<file path="src/rtl/trig_serializer.sv">
// Trigger serializer: parallel trigger words enter a small FIFO and leave one bit per clk40 cycle
// on ser_out, framed by frame_start/frame_end, in free-running or on-demand mode.
module trig_serializer #(
    parameter int WORD_W    = 4,
    parameter int DEPTH     = 4,
    parameter bit MSB_FIRST = 1'b1,
    parameter bit FREE_RUN  = 1'b1,
    parameter bit IDLE_BIT  = 1'b0
) (
    input  logic                       clk40,
    input  logic                       rst_n,
    input  logic [WORD_W-1:0]          din,
    input  logic                       din_valid,
    output logic                       din_ready,
    output logic                       ser_out,
    output logic                       frame_start,
    output logic                       frame_end,
    output logic                       underflow,
    output logic [$clog2(DEPTH+1)-1:0] fifo_level
);

    localparam int CNT_W = $clog2(WORD_W);
    localparam int PTR_W = $clog2(DEPTH);
    localparam int LVL_W = $clog2(DEPTH + 1);
    localparam logic [CNT_W-1:0]  LAST_BIT  = CNT_W'(WORD_W - 1);
    localparam logic [WORD_W-1:0] IDLE_WORD = {WORD_W{IDLE_BIT}};

    typedef enum logic {
        ST_IDLE,
        ST_SHIFT
    } state_e;

    state_e            state_q, state_d;
    logic [WORD_W-1:0] mem_q [DEPTH];
    logic [PTR_W-1:0]  wr_ptr_q, rd_ptr_q;
    logic [LVL_W-1:0]  level_q, level_d;
    logic [WORD_W-1:0] shreg_q, shreg_d, shifted;
    logic [CNT_W-1:0]  bit_cnt_q, bit_cnt_d;
    logic              frame_start_q, frame_start_d;
    logic              underflow_q, underflow_d;
    logic              fifo_empty, push, pop, load;

    assign fifo_empty = (level_q == '0);
    assign din_ready  = (level_q < LVL_W'(DEPTH));
    assign push       = din_valid & din_ready;
    assign pop        = load & ~fifo_empty;

    assign shifted = MSB_FIRST ? {shreg_q[WORD_W-2:0], IDLE_BIT}
                               : {IDLE_BIT, shreg_q[WORD_W-1:1]};

    // NOTE: every variable gets a default before the case so no path leaves it unassigned (no latch).
    always_comb begin
        state_d       = state_q;
        bit_cnt_d     = bit_cnt_q;
        shreg_d       = shreg_q;
        frame_start_d = 1'b0;
        underflow_d   = 1'b0;
        load          = 1'b0;
        unique case (state_q)
            ST_IDLE: load = FREE_RUN || !fifo_empty;
            ST_SHIFT: begin
                if (bit_cnt_q == LAST_BIT) begin
                    if (FREE_RUN || !fifo_empty) begin
                        load = 1'b1;
                    end else begin
                        state_d = ST_IDLE;
                        shreg_d = IDLE_WORD;
                    end
                end else begin
                    bit_cnt_d = bit_cnt_q + CNT_W'(1);
                    shreg_d   = shifted;
                end
            end
        endcase
        // An empty load only happens in free-running mode and sends an idle word.
        if (load) begin
            state_d       = ST_SHIFT;
            bit_cnt_d     = '0;
            shreg_d       = fifo_empty ? IDLE_WORD : mem_q[rd_ptr_q];
            frame_start_d = 1'b1;
            underflow_d   = fifo_empty;
        end
    end

    always_comb begin
        level_d = level_q;
        unique case ({push, pop})
            2'b10:   level_d = level_q + LVL_W'(1);
            2'b01:   level_d = level_q - LVL_W'(1);
            default: level_d = level_q;
        endcase
    end

    // NOTE: sequential state uses non-blocking assignments so every register samples pre-edge values.
    always_ff @(posedge clk40 or negedge rst_n) begin
        if (!rst_n) begin
            state_q       <= ST_IDLE;
            bit_cnt_q     <= LAST_BIT;
            shreg_q       <= IDLE_WORD;
            frame_start_q <= 1'b0;
            underflow_q   <= 1'b0;
            level_q       <= '0;
            wr_ptr_q      <= '0;
            rd_ptr_q      <= '0;
        end else begin
            state_q       <= state_d;
            bit_cnt_q     <= bit_cnt_d;
            shreg_q       <= shreg_d;
            frame_start_q <= frame_start_d;
            underflow_q   <= underflow_d;
            level_q       <= level_d;
            if (push) wr_ptr_q <= wr_ptr_q + PTR_W'(1);
            if (pop)  rd_ptr_q <= rd_ptr_q + PTR_W'(1);
        end
    end

    // NOTE: the word storage has no reset; resetting the level and pointers already invalidates it.
    always_ff @(posedge clk40) begin
        if (push) mem_q[wr_ptr_q] <= din;
    end

    assign ser_out     = MSB_FIRST ? shreg_q[WORD_W-1] : shreg_q[0];
    assign frame_start = frame_start_q;
    assign frame_end   = (state_q == ST_SHIFT) && (bit_cnt_q == LAST_BIT);
    assign underflow   = underflow_q;
    assign fifo_level  = level_q;

endmodule

</file>
<file path="config.mk">
export PLATFORM = sky130hd
export DESIGN_NAME = trig_serializer
export DESIGN_NICKNAME = d
export VERILOG_FILES = /design/src/rtl/trig_serializer.sv
export SDC_FILE = /design/constraint.sdc
export NUM_CORES = 1
export LEC_CHECK = 0
export BUFFER_PORTS_ARGS = -buffer_cell sky130_fd_sc_hd__buf_4
export CAP_MARGIN = 10
export CORE_ASPECT_RATIO = 0.75
export CORE_MARGIN = 2
export CORE_UTILIZATION = 31
export CTS_BUF_LIST = sky130_fd_sc_hd__clkbuf_2 sky130_fd_sc_hd__clkbuf_4 sky130_fd_sc_hd__clkbuf_8
export DETAILED_ROUTE_END_ITERATION = 12
export PLACE_DENSITY = 0.48
export SETUP_SLACK_MARGIN = 0.4
export SYNTH_ARGS = -nofsm -noshare
export SYNTH_HDL_FRONTEND = slang
export SYNTH_SLANG_ARGS = --single-unit
export TNS_END_PERCENT = 100
</file>
<file path="constraint.sdc">
create_clock -name clk40 -period 2.7 [get_ports clk40]
set_clock_uncertainty 0.1 [all_clocks]
set_input_delay 0 -clock clk40 [delete_from_list [all_inputs] [get_ports clk40]]
set_output_delay 0 -clock clk40 [all_outputs]
set_load 0.05 [all_outputs]
</file>
==> metrics <==
run status=finished, final reports clean; critical path peak fanout=7; core area=4030 um2; Cell Area, Synth=1300 um2; Ant. Diodes=0; Most used DFF post-synth=edfxtp_1; adder-cell area share of the yosys netlist=7.31%; Comb power frac=36.2%; post-synth cell types=21; CTS max path bufs=2; Syn Inst Count=81; internal power=1090 uW; Finish-stage setup viols=0; Clock transition at path regs=0.06 ns; WL per Instance=12.8 um; Port-buffer cells=14; setup TNS=0 ns; startpoint types=flip-flop; htree depth=2; vias per inst=4.13; CP endpoint kind=flip-flop; Period minus WS final=2.12 ns; Sw Ratio=36.2%; Initial Util=32.3%; placed cells=149; pwr dens=1060 nW/um2; HPWL after detailed placement=1.47 mm; largest family of logic cells by synthesized area=multiplexers; Iter 0 DRT Violations=27; most frequent cells after synthesis=edfxtp_1 (16), dfrtp_1 (14), and2_1 (8), inv_1 (8), ha_1 (6); GRT overflow=0; Max Cap Viol=0; Detailed Route WL=2.09 mm; Worst R2R Start=bit_cnt_q[0]; post-synthesis sequential area ratio=67.9%; Vias=677; CTS tree=done; mux share of post-synthesis cell area=7.69%; synth warn=0; GPL Wtd Cong=0.703; FMAX=472 MHz; kind of critical path=reg -> reg; asr flop ratio synth=50.0%; first-pass GRT wire length=3.52 mm; EDFF count, synth=16; # DRC=0; Psw=619 uW; FP Rows=20; initial antenna violation count=0; top-count cell post-synth=edfxtp_1; HP Class=in -> async; Synth Area in XOR/XNOR=4.04%; largest net degree at the start of global routing=17; DR pass1 iterations=4; Leak=0.000683 uW; clock share of power=20.1%; worst vdd ir=0.359 mV; post-layout util=40.2%; Post-Syn Nets=95; setup repair after global routing missed its margin=no; Synth area leader=edfxtp_1; CP arrival=2.23 ns; fin cells=164; GRT Total Usage=10.7%; FF+latch count, synth=32; vias in the first global route=717; NumNets Final=122; worst skew pair latency=0.28 ns; top cell type's share of synthesized area=36.9%; Syn Area/Cell=16.1 um2; final hold vios=0; Num CTS Buffers=5; antenna-violating nets left=0; Area Overhead vs Synth=24.3%; Die Wd=78.8 um; clk root buf=clkbuf_8; WP data required=2.81 ns; CP Launch Point=bit_cnt_q[0]; sequential fraction of design power=43.6%; Top-Level Pins=15; complex-gate fraction of the synthesized area=2.40%; Post-Synth Simple-Gate Area=6.92%; Slew Limit Fails=0; die area=4740 um2; die outline height=60.1 um; layout cells sized above 1=28.4%; largest cells by area after synthesis=edfxtp_1 (37%), dfrtp_1 (27%), mux4_2 (6.9%); clock sink total=32; period utilisation layout=78.5%
## metrics by stage
| stage | total power [uW] | instance area, um2 | hold WS, ns | worst slack, ns |
|---|---|---|---|---|
| finish | 1710 | 1620 | 0.00937 | 0.580 |
| global route | 1820 | 1620 | 0.0133 | 0.411 |
| CTS | 1720 | 1600 | 0.00870 | 0.421 |
| detailed placement | 1370 | 1470 | -0.228 | 0.323 |
| global placement | 1350 | 1470 | -0.230 | 0.364 |
| floorplan | 1200 | 1300 | -0.396 | 0.437 |
## cells in the final DEF, fill, tap and decap left out, types with 2 or more instances in the layout
| cell | netlist | layout |
|---|---|---|
| dlygate4sd3_1 | 0 | 5 |
| ha_1 | 6 | 6 |
| inv_1 | 8 | 8 |
| mux4_2 | 4 | 4 |
| nor2_1 | 3 | 2 |
| buf_4 | 0 | 17 |
| xnor2_1 | 3 | 3 |
| edfxtp_1 | 16 | 16 |
| dfstp_2 | 2 | 2 |
| and2_1 | 8 | 8 |
| xor2_1 | 3 | 3 |
| dfrtp_1 | 14 | 14 |
| clkbuf_8 | 0 | 5 |
| a22o_1 | 3 | 3 |
| clkinv_2 | 0 | 2 |
| nor2b_1 | 2 | 2 |
## registers in the layout (all words and copies together) (netlist names)
register and cells:
mem_q 16, shreg_q 4, fifo_level 3, bit_cnt_q 2, rd_ptr_q 2, wr_ptr_q 2
frame_start 1, state_q 1, underflow 1
## cell families (layout without fill, tap and decap cells)
logic type                 after synthesis  in the layout
AOI/OAI and AO/OA                        4              4
xor gates and xnor gates                 6              6
adders and majority gates                7              7
buffers and inverters                   10             38
DFF                                     32             32
muxes                                    5              5
other                                    1              1
and+or+nand+nor                         16             16
## metal layers
| metal | vias to the layer above | global-route usage (%) | part of all wire [%] |
|---|---|---|---|
| met4 | 0 | 7.39 | 2.5 |
| met5 | - | 0 | 0 |
| met3 | 7 | 4.08 | 4.5 |
| met1 | 330 | 12.9 | 48 |
| met2 | 12 | 16.1 | 45 |
| li1 | 328 | - | - |
## worst paths after layout
check,cells after the start,endpoint,slack [ns]
max,9,fifo_level[2],0.58
min,2,state_q,0.009
max reg2reg,9,fifo_level[2],0.58
min reg2reg,1,shreg_q[3],0.38
max in group asynchronous,2,bit_cnt_q[1],2.24
min in group clk40,4,wr_ptr_q[0],0.06
## timing repair
item                       in CTS  in global routing
setup endpoints to repair       1                  2
setup buffers                   0                  2
pin swaps                       0                  1
hold buffers                    5                  0
hold endpoints to repair       32                  0
gates resized for setup         1                  0
## final cells by class
| class | count | area (um2) |
|---|---|---|
| Inverter | 8 | 30.0 |
| Multi-Input combinational cell | 39 | 375 |
| Clock buffer | 5 | 68.8 |
| Clock inverter | 3 | 13.8 |
| Fill cell | 395 | 2410 |
| Tap cell | 55 | 68.8 |
| Sequential cell | 32 | 883 |
| Timing Repair Buffer | 22 | 178 |
## critical path, stage by stage, from the launching register on
cell and delay [ns]:
dfstp_2 0.53, ha_1 0.15, nor2b_1 0.11, nor2_2 0.16, ha_1 0.20, inv_1 0.06, fa_1 0.37, xor2_1 0.15
nor2_1 0.11, xnor2_1 0.12
## power by group through the flow
stage	sequential, uW	clock, uW	combinational [uW]
2_1_floorplan	834	0	366
3_3_place_gp	752	0	600
3_5_place_dp	754	0	613
4_1_cts	749	354	618
5_1_grt	765	381	679
6_report	745	344	619
Note: power is estimated with default switching activity, not from simulation.
